**src/rtl/calc_entry_engine.sv**
```systemverilog
// rtl/calc_entry_engine.sv - keypad-to-ALU calculator entry controller
// Accumulates hex operands, captures an ALU command, registers and shows the result.
module calc_entry_engine #(
  parameter int N_DIGITS = 4,
  parameter bit CHAIN_EN = 1'b1
) (
  input  logic                  clk,
  input  logic                  rst,
  input  logic [4:0]            val,
  input  logic                  enter_button,
  output logic [4*N_DIGITS-1:0] op1,
  output logic [4*N_DIGITS-1:0] op2,
  output logic [2:0]            op,
  output logic [4*N_DIGITS-1:0] output_number,
  output logic                  overflow,
  output logic                  entry_full,
  output logic [1:0]            state_o
);
  localparam int W  = 4 * N_DIGITS;
  localparam int CW = $clog2(N_DIGITS + 1);

  localparam logic [4:0] K_CE    = 5'h10;
  localparam logic [4:0] K_BKSP  = 5'h11;
  localparam logic [4:0] K_AC    = 5'h12;
  localparam logic [4:0] K_ENTER = 5'h13;
  localparam logic [4:0] K_CHAIN = 5'h14;

  typedef enum logic [1:0] {
    S_OP1  = 2'd0,
    S_OP2  = 2'd1,
    S_ALU  = 2'd2,
    S_SHOW = 2'd3
  } state_t;

  state_t         state_q, state_d;
  logic [W-1:0]   entry_q, entry_d;
  logic [CW-1:0]  cnt_q, cnt_d;
  logic [W-1:0]   op1_q, op1_d;
  logic [W-1:0]   op2_q, op2_d;
  logic [2:0]     op_q, op_d;
  logic [2:0]     pend_q, pend_d;
  logic [W-1:0]   result_q, result_d;
  logic           ovf_q, ovf_d;

  logic [W:0]     sum_w, diff_w;
  logic [2*W-1:0] prod_w;
  logic [W-1:0]   alu_res;
  logic           alu_ovf;

  // ALU always evaluates the pending command so ENTER can register it directly.
  always_comb begin
    sum_w   = {1'b0, op1_q} + {1'b0, op2_q};
    diff_w  = {1'b0, op1_q} - {1'b0, op2_q};
    prod_w  = {{W{1'b0}}, op1_q} * {{W{1'b0}}, op2_q};
    alu_res = '0;
    alu_ovf = 1'b0;
    case (pend_q)
      3'd0: begin alu_res = sum_w[W-1:0];  alu_ovf = sum_w[W];  end
      3'd1: begin alu_res = diff_w[W-1:0]; alu_ovf = diff_w[W]; end
      3'd2: alu_res = op1_q & op2_q;
      3'd3: alu_res = op1_q | op2_q;
      3'd4: alu_res = op1_q ^ op2_q;
      3'd5: begin alu_res = prod_w[W-1:0]; alu_ovf = |prod_w[2*W-1:W]; end
      default: begin alu_res = '0; alu_ovf = 1'b0; end
    endcase
  end

  always_comb begin
    state_d  = state_q;
    entry_d  = entry_q;
    cnt_d    = cnt_q;
    op1_d    = op1_q;
    op2_d    = op2_q;
    op_d     = op_q;
    pend_d   = pend_q;
    result_d = result_q;
    ovf_d    = ovf_q;
    if (enter_button) begin
      if (val == K_AC) begin
        state_d  = S_OP1;
        entry_d  = '0;
        cnt_d    = '0;
        op1_d    = '0;
        op2_d    = '0;
        op_d     = '0;
        pend_d   = '0;
        result_d = '0;
        ovf_d    = 1'b0;
      end else begin
        case (state_q)
          S_OP1, S_OP2: begin
            if (!val[4]) begin
              if (cnt_q < CW'(N_DIGITS)) begin
                entry_d = (entry_q << 4) | W'(val[3:0]);
                cnt_d   = cnt_q + CW'(1);
              end
            end else if (val == K_BKSP) begin
              if (cnt_q != '0) begin
                entry_d = entry_q >> 4;
                cnt_d   = cnt_q - CW'(1);
              end
            end else if (val == K_CE) begin
              entry_d = '0;
              cnt_d   = '0;
            end else if (val == K_ENTER) begin
              if (state_q == S_OP1) begin
                op1_d   = entry_q;
                state_d = S_OP2;
              end else begin
                op2_d   = entry_q;
                state_d = S_ALU;
              end
              entry_d = '0;
              cnt_d   = '0;
            end
          end
          S_ALU: begin
            if (!val[4]) begin
              if (!val[3]) pend_d = val[2:0];
            end else if (val == K_CE || val == K_BKSP) begin
              pend_d = '0;
            end else if (val == K_ENTER) begin
              op_d     = pend_q;
              result_d = alu_res;
              ovf_d    = alu_ovf;
              state_d  = S_SHOW;
            end
          end
          default: begin
            if (val == K_ENTER) begin
              state_d = S_OP1;
              ovf_d   = 1'b0;
              entry_d = '0;
              cnt_d   = '0;
            end else if (CHAIN_EN && val == K_CHAIN) begin
              op1_d   = result_q;
              state_d = S_OP2;
              ovf_d   = 1'b0;
              entry_d = '0;
              cnt_d   = '0;
            end
          end
        endcase
      end
    end
  end

  always_ff @(posedge clk) begin
    if (rst) begin
      state_q  <= S_OP1;
      entry_q  <= '0;
      cnt_q    <= '0;
      op1_q    <= '0;
      op2_q    <= '0;
      op_q     <= '0;
      pend_q   <= '0;
      result_q <= '0;
      ovf_q    <= 1'b0;
    end else begin
      state_q  <= state_d;
      entry_q  <= entry_d;
      cnt_q    <= cnt_d;
      op1_q    <= op1_d;
      op2_q    <= op2_d;
      op_q     <= op_d;
      pend_q   <= pend_d;
      result_q <= result_d;
      ovf_q    <= ovf_d;
    end
  end

  always_comb begin
    case (state_q)
      S_OP1, S_OP2: output_number = entry_q;
      S_ALU:        output_number = W'(pend_q);
      default:      output_number = result_q;
    endcase
  end

  assign op1        = op1_q;
  assign op2        = op2_q;
  assign op         = op_q;
  assign overflow   = ovf_q;
  assign entry_full = (cnt_q == CW'(N_DIGITS));
  assign state_o    = state_q;
endmodule
```
**config.mk**
```make
export PLATFORM = sky130hd
export DESIGN_NAME = calc_entry_engine
export DESIGN_NICKNAME = d
export VERILOG_FILES = /design/src/rtl/calc_entry_engine.sv
export SDC_FILE = /design/constraint.sdc
export NUM_CORES = 1
export LEC_CHECK = 0
export ABC_AREA = 1
export BUFFER_PORTS_ARGS = -buffer_cell sky130_fd_sc_hd__buf_2
export CAP_MARGIN = 5
export CORE_ASPECT_RATIO = 2
export CORE_UTILIZATION = 50
export CTS_CLUSTER_SIZE = 10
export DETAILED_ROUTE_END_ITERATION = 8
export PLACE_DENSITY = 0.76
export SYNTH_ARGS = -nofsm -noshare
export SYNTH_HDL_FRONTEND = slang
export SYNTH_SLANG_ARGS = --single-unit
export TNS_END_PERCENT = 100
```
**constraint.sdc**
```tcl
create_clock -name clk -period 7 [get_ports clk]
set_input_delay 0.35 -clock clk [delete_from_list [all_inputs] [get_ports clk]]
set_output_delay 0.35 -clock clk [all_outputs]
set_load 0.01 [all_outputs]
```
==> metrics.log <==
INFO  metric coreArea = between 30000 and 40000 sq um
INFO  metric floorplan.rows = 90
INFO  metric netlist_area = roughly 15000 sq um
INFO  metric gr-total-overflow = 0
INFO  metric synth_ff_type = sky130_fd_sc_hd__dfxtp_1
INFO  metric cts-root-buf = sky130_fd_sc_hd__clkbuf_16
INFO  metric antenna_found_initial = 0
INFO  metric netlist_instances = roughly 2300
INFO  metric worst_case_setup_slack_after_placement = approximately 0.27 ns
INFO  metric maxCapViolCount = 0
INFO  metric clock_skew = about 0.010 ns
INFO  metric synth_seq_cells = 76
INFO  metric syn_to_final_growth = 6.25%
INFO  metric post-dp-hpwl = between 40 and 50 mm
INFO  metric hold-worst-slack = between 0.3 and 0.4 ns
INFO  metric clkSinkCount = 76
INFO  metric cts.clk_slew.worst_paths = approximately 0.070 ns
INFO  metric powerDensity = ~70 nW/um^2
INFO  metric crit_path_largest_cell_delay = around 0.82 ns
INFO  metric worst_slew_margin_relative_to_its_limit = 0.133
INFO  metric path_max_fanout = 15
INFO  metric rsz0062_at_grt = false
INFO  metric mappedNetlistNets = 2628
INFO  metric initial_core_util = 0.510
INFO  metric worst_ep_arrival_time = roughly 6.9 ns
INFO  metric worst_ir_drop_vdd = between 200 and 250 uV
INFO  metric clock_tree.htree_level_count = 3
INFO  metric post_route_cells_drive_above_1_share = 0.0698
INFO  metric total_area_of_multi_input_combinational_cells = 11300 sq um
INFO  metric seqCellArea = roughly 1500 sq um
INFO  metric period_minus_slack = about 6.7 ns
INFO  metric detailed_place.area = 16100 sq um
INFO  metric layout.cells.most_common_list = sky130_fd_sc_hd__nand2_1, sky130_fd_sc_hd__inv_1, sky130_fd_sc_hd__fa_1, sky130_fd_sc_hd__a21oi_1, sky130_fd_sc_hd__ha_1
INFO  metric layout_commonest_cell = sky130_fd_sc_hd__nand2_1
INFO  metric totalNegativeSetupSlack = 0 ns
INFO  metric place_inst = approximately 2600
INFO  metric num_antenna_cells = 0
INFO  metric worst_skew_pair.late_latency = 0.36 ns
INFO  metric cp_slowest_cell = sky130_fd_sc_hd__dfxtp_1
INFO  metric synth_edf_count = 0
INFO  metric vias = about 15000
INFO  metric fin_nets = approximately 2600
INFO  metric ys_types = 49
INFO  metric drt-pass1-iter-count = 5
INFO  metric ant_nets = 0
INFO  metric drt-initial-drc-count = between 800 and 900
INFO  metric clock_path_buffers = 2
INFO  metric worst_path_most_repeated_cell = sky130_fd_sc_hd__nand2_1
INFO  metric tritoncts = yes
INFO  metric static_power_due_to_leakage = around 0.0088 uW
INFO  metric final_design_area_no_fill = 16400 sq um
INFO  metric finalSetupViolCount = 0
INFO  metric io_buffers = 62
INFO  metric finalWorstSetupSlack = ~0.33 ns
INFO  metric cts_buffers = 9
INFO  metric timing.final.max_slew_violations = 0
INFO  metric fill_count = roughly 3000
INFO  metric timing_worst_slew_pin_value = about 1.3 ns
INFO  metric result_of_the_run = completed
INFO  metric avg_cell_area_syn = 6.80 sq um
INFO  metric worstSetupEndpointType = flop
INFO  metric gpl.final_weighted_congestion = around 1.1
INFO  metric first_pass_grt_wire_length = slightly above 80 mm
INFO  metric worstSetupPathType = reg2reg
INFO  metric ys_seq_area_frac = 0.0988
INFO  metric yosys_warnings = 0
INFO  metric grt_max_degree = between 50 and 60
INFO  metric fmaxAchievable = around 150 MHz
INFO  metric chipHeight = between 200 and 300 microns
INFO  metric hold_path.class = in2reg
INFO  metric postSynth.asyncResetShare = 0
INFO  metric fin_crit_sh = 0.953
INFO  metric total_drc_errors_in_the_routed_layout = 0
INFO  metric cts_hold_repair.buffers = 0
INFO  metric startpoint_class = flop
INFO  metric grt.total_usage = 0.342
INFO  metric detail_route.wirelength = around 53 mm
INFO  metric boundaryPins = 63
INFO  metric detail_route.wl_per_cell = 19.9 microns
INFO  metric die_area = between 30000 and 40000 sq um
INFO  metric grt_pass1_vias = 15749
INFO  metric stdcell_count = around 2600
INFO  metric floorplan.die.width = 126 microns
INFO  metric worstPathRequired = 7.21 ns
INFO  metric hold_violations = 0
INFO  metric detail_route.vias_per_cell = approximately 5.6
what timing repair did:
action,in CTS,in global routing
hold endpoints to repair,0,0
endpoints found under the setup margin,0,1
gates resized for setup,0,5
setup buffers,0,0
critical path: cells and delay by family (launching register included):
kind,cells,cell delay (ns)
adders and majority gates,7,3.29
and+or+nand+nor,14,2.13
DFF,1,0.82
buffers and inverters,4,0.24
AOI/OAI and AO/OA,1,0.06
cell families (layout without fill, tap and decap cells):
kind of cell	count (synthesis)	after routing	share of synthesized area
adder cells (fa/ha/maj)	355	355	0.384
buffers and inverters	671	684	0.166
flip-flops	76	76	0.0988
AND/OR/NAND/NOR	794	794	0.207
XOR/XNOR	14	14	0.00796
AO/OA/AOI/OAI	355	355	0.136
cell usage after synthesis, types with 2 or more instances:
cell / number / area share
sky130_fd_sc_hd__buf_2: 10 / 0.0032
sky130_fd_sc_hd__nand4_1: 11 / 0.0045
sky130_fd_sc_hd__ha_1: 159 / 0.13
sky130_fd_sc_hd__a211oi_1: 24 / 0.012
sky130_fd_sc_hd__a21o_1: 5 / 0.0024
sky130_fd_sc_hd__a21oi_1: 164 / 0.053
sky130_fd_sc_hd__buf_4: 2 / 0.00097
sky130_fd_sc_hd__buf_1: 3 / 0.00073
sky130_fd_sc_hd__nand2_1: 605 / 0.15
sky130_fd_sc_hd__xor2_1: 10 / 0.0057
sky130_fd_sc_hd__dfxtp_1: 76 / 0.099
sky130_fd_sc_hd__nand3b_1: 5 / 0.0024
sky130_fd_sc_hd__inv_1: 559 / 0.14
sky130_fd_sc_hd__xnor2_1: 4 / 0.0023
sky130_fd_sc_hd__fa_1: 196 / 0.25
sky130_fd_sc_hd__inv_4: 2 / 0.00081
sky130_fd_sc_hd__buf_6: 2 / 0.0015
sky130_fd_sc_hd__a211oi_2: 15 / 0.012
sky130_fd_sc_hd__a21boi_1: 2 / 0.00097
sky130_fd_sc_hd__and2_1: 5 / 0.0020
sky130_fd_sc_hd__or2_2: 4 / 0.0016
sky130_fd_sc_hd__o2111ai_1: 6 / 0.0034
sky130_fd_sc_hd__o21ai_0: 91 / 0.030
sky130_fd_sc_hd__nor2_1: 89 / 0.022
sky130_fd_sc_hd__a221oi_1: 2 / 0.0011
sky130_fd_sc_hd__inv_2: 2 / 0.00049
sky130_fd_sc_hd__nand2_2: 3 / 0.0012
sky130_fd_sc_hd__nand3_1: 54 / 0.018
sky130_fd_sc_hd__o22ai_1: 19 / 0.0077
sky130_fd_sc_hd__o21bai_1: 3 / 0.0015
sky130_fd_sc_hd__o221ai_1: 2 / 0.0011
sky130_fd_sc_hd__o21ai_1: 3 / 0.00097
sky130_fd_sc_hd__nor3_1: 10 / 0.0032
sky130_fd_sc_hd__clkbuf_1: 91 / 0.022
sky130_fd_sc_hd__o211ai_1: 10 / 0.0049
sky130_fd_sc_hd__a31oi_1: 4 / 0.0016
area by class of cell:
cell class	instances	share of cell area
multi-input combinational	1518	0.692
inverter	563	0.129
sequential	76	0.0933
timing repair buffer	105	0.0387
tap	368	0.0281
clock buffer	10	0.0146
clock inverter	6	0.00382
worst paths after layout:
check	start	endpoint	slack (ns)	depth (start not counted)
worst max-delay path	op1[2]$_SDFFE_PP0P_	overflow$_SDFFE_PP0P_	0.33	26
worst min-delay path	val[0]	pend_q[0]$_SDFFE_PP0P_	0.38	3
worst max register to register	op1[2]$_SDFFE_PP0P_	overflow$_SDFFE_PP0P_	0.33	26
worst min register to register	op[2]$_SDFFE_PP0P_	op[2]$_SDFFE_PP0P_	0.47	2
registers in the layout (all words and copies together), names as in the netlist:
register	count
cnt_q	3
op1	16
result_q	16
pend_q	3
entry_q	16
op	3
overflow	1
op2	16
state_o	2
per-layer routing:
layer | share of wire | global-route usage
met5 | 0 | 0
met4 | 0.12 | 0.357
met3 | 0.053 | 0.0461
met2 | 0.53 | 0.645
met1 | 0.30 | 0.293
metrics by stage:
step / total power [uW] / util
after floorplan: 585 / -
after global placement: 648 / 0.532
after detailed placement: 650 / 0.532
after CTS: 1140 / 0.542
after global routing: 1170 / 0.542
final: 1140 / 0.542
report_power, final:
part	total [uW]	switching, uW	internal (uW)
registers	464	20.0	444
clock network	499	213	286
logic	181	125	56.4
Note: power is estimated with default switching activity, not from simulation.
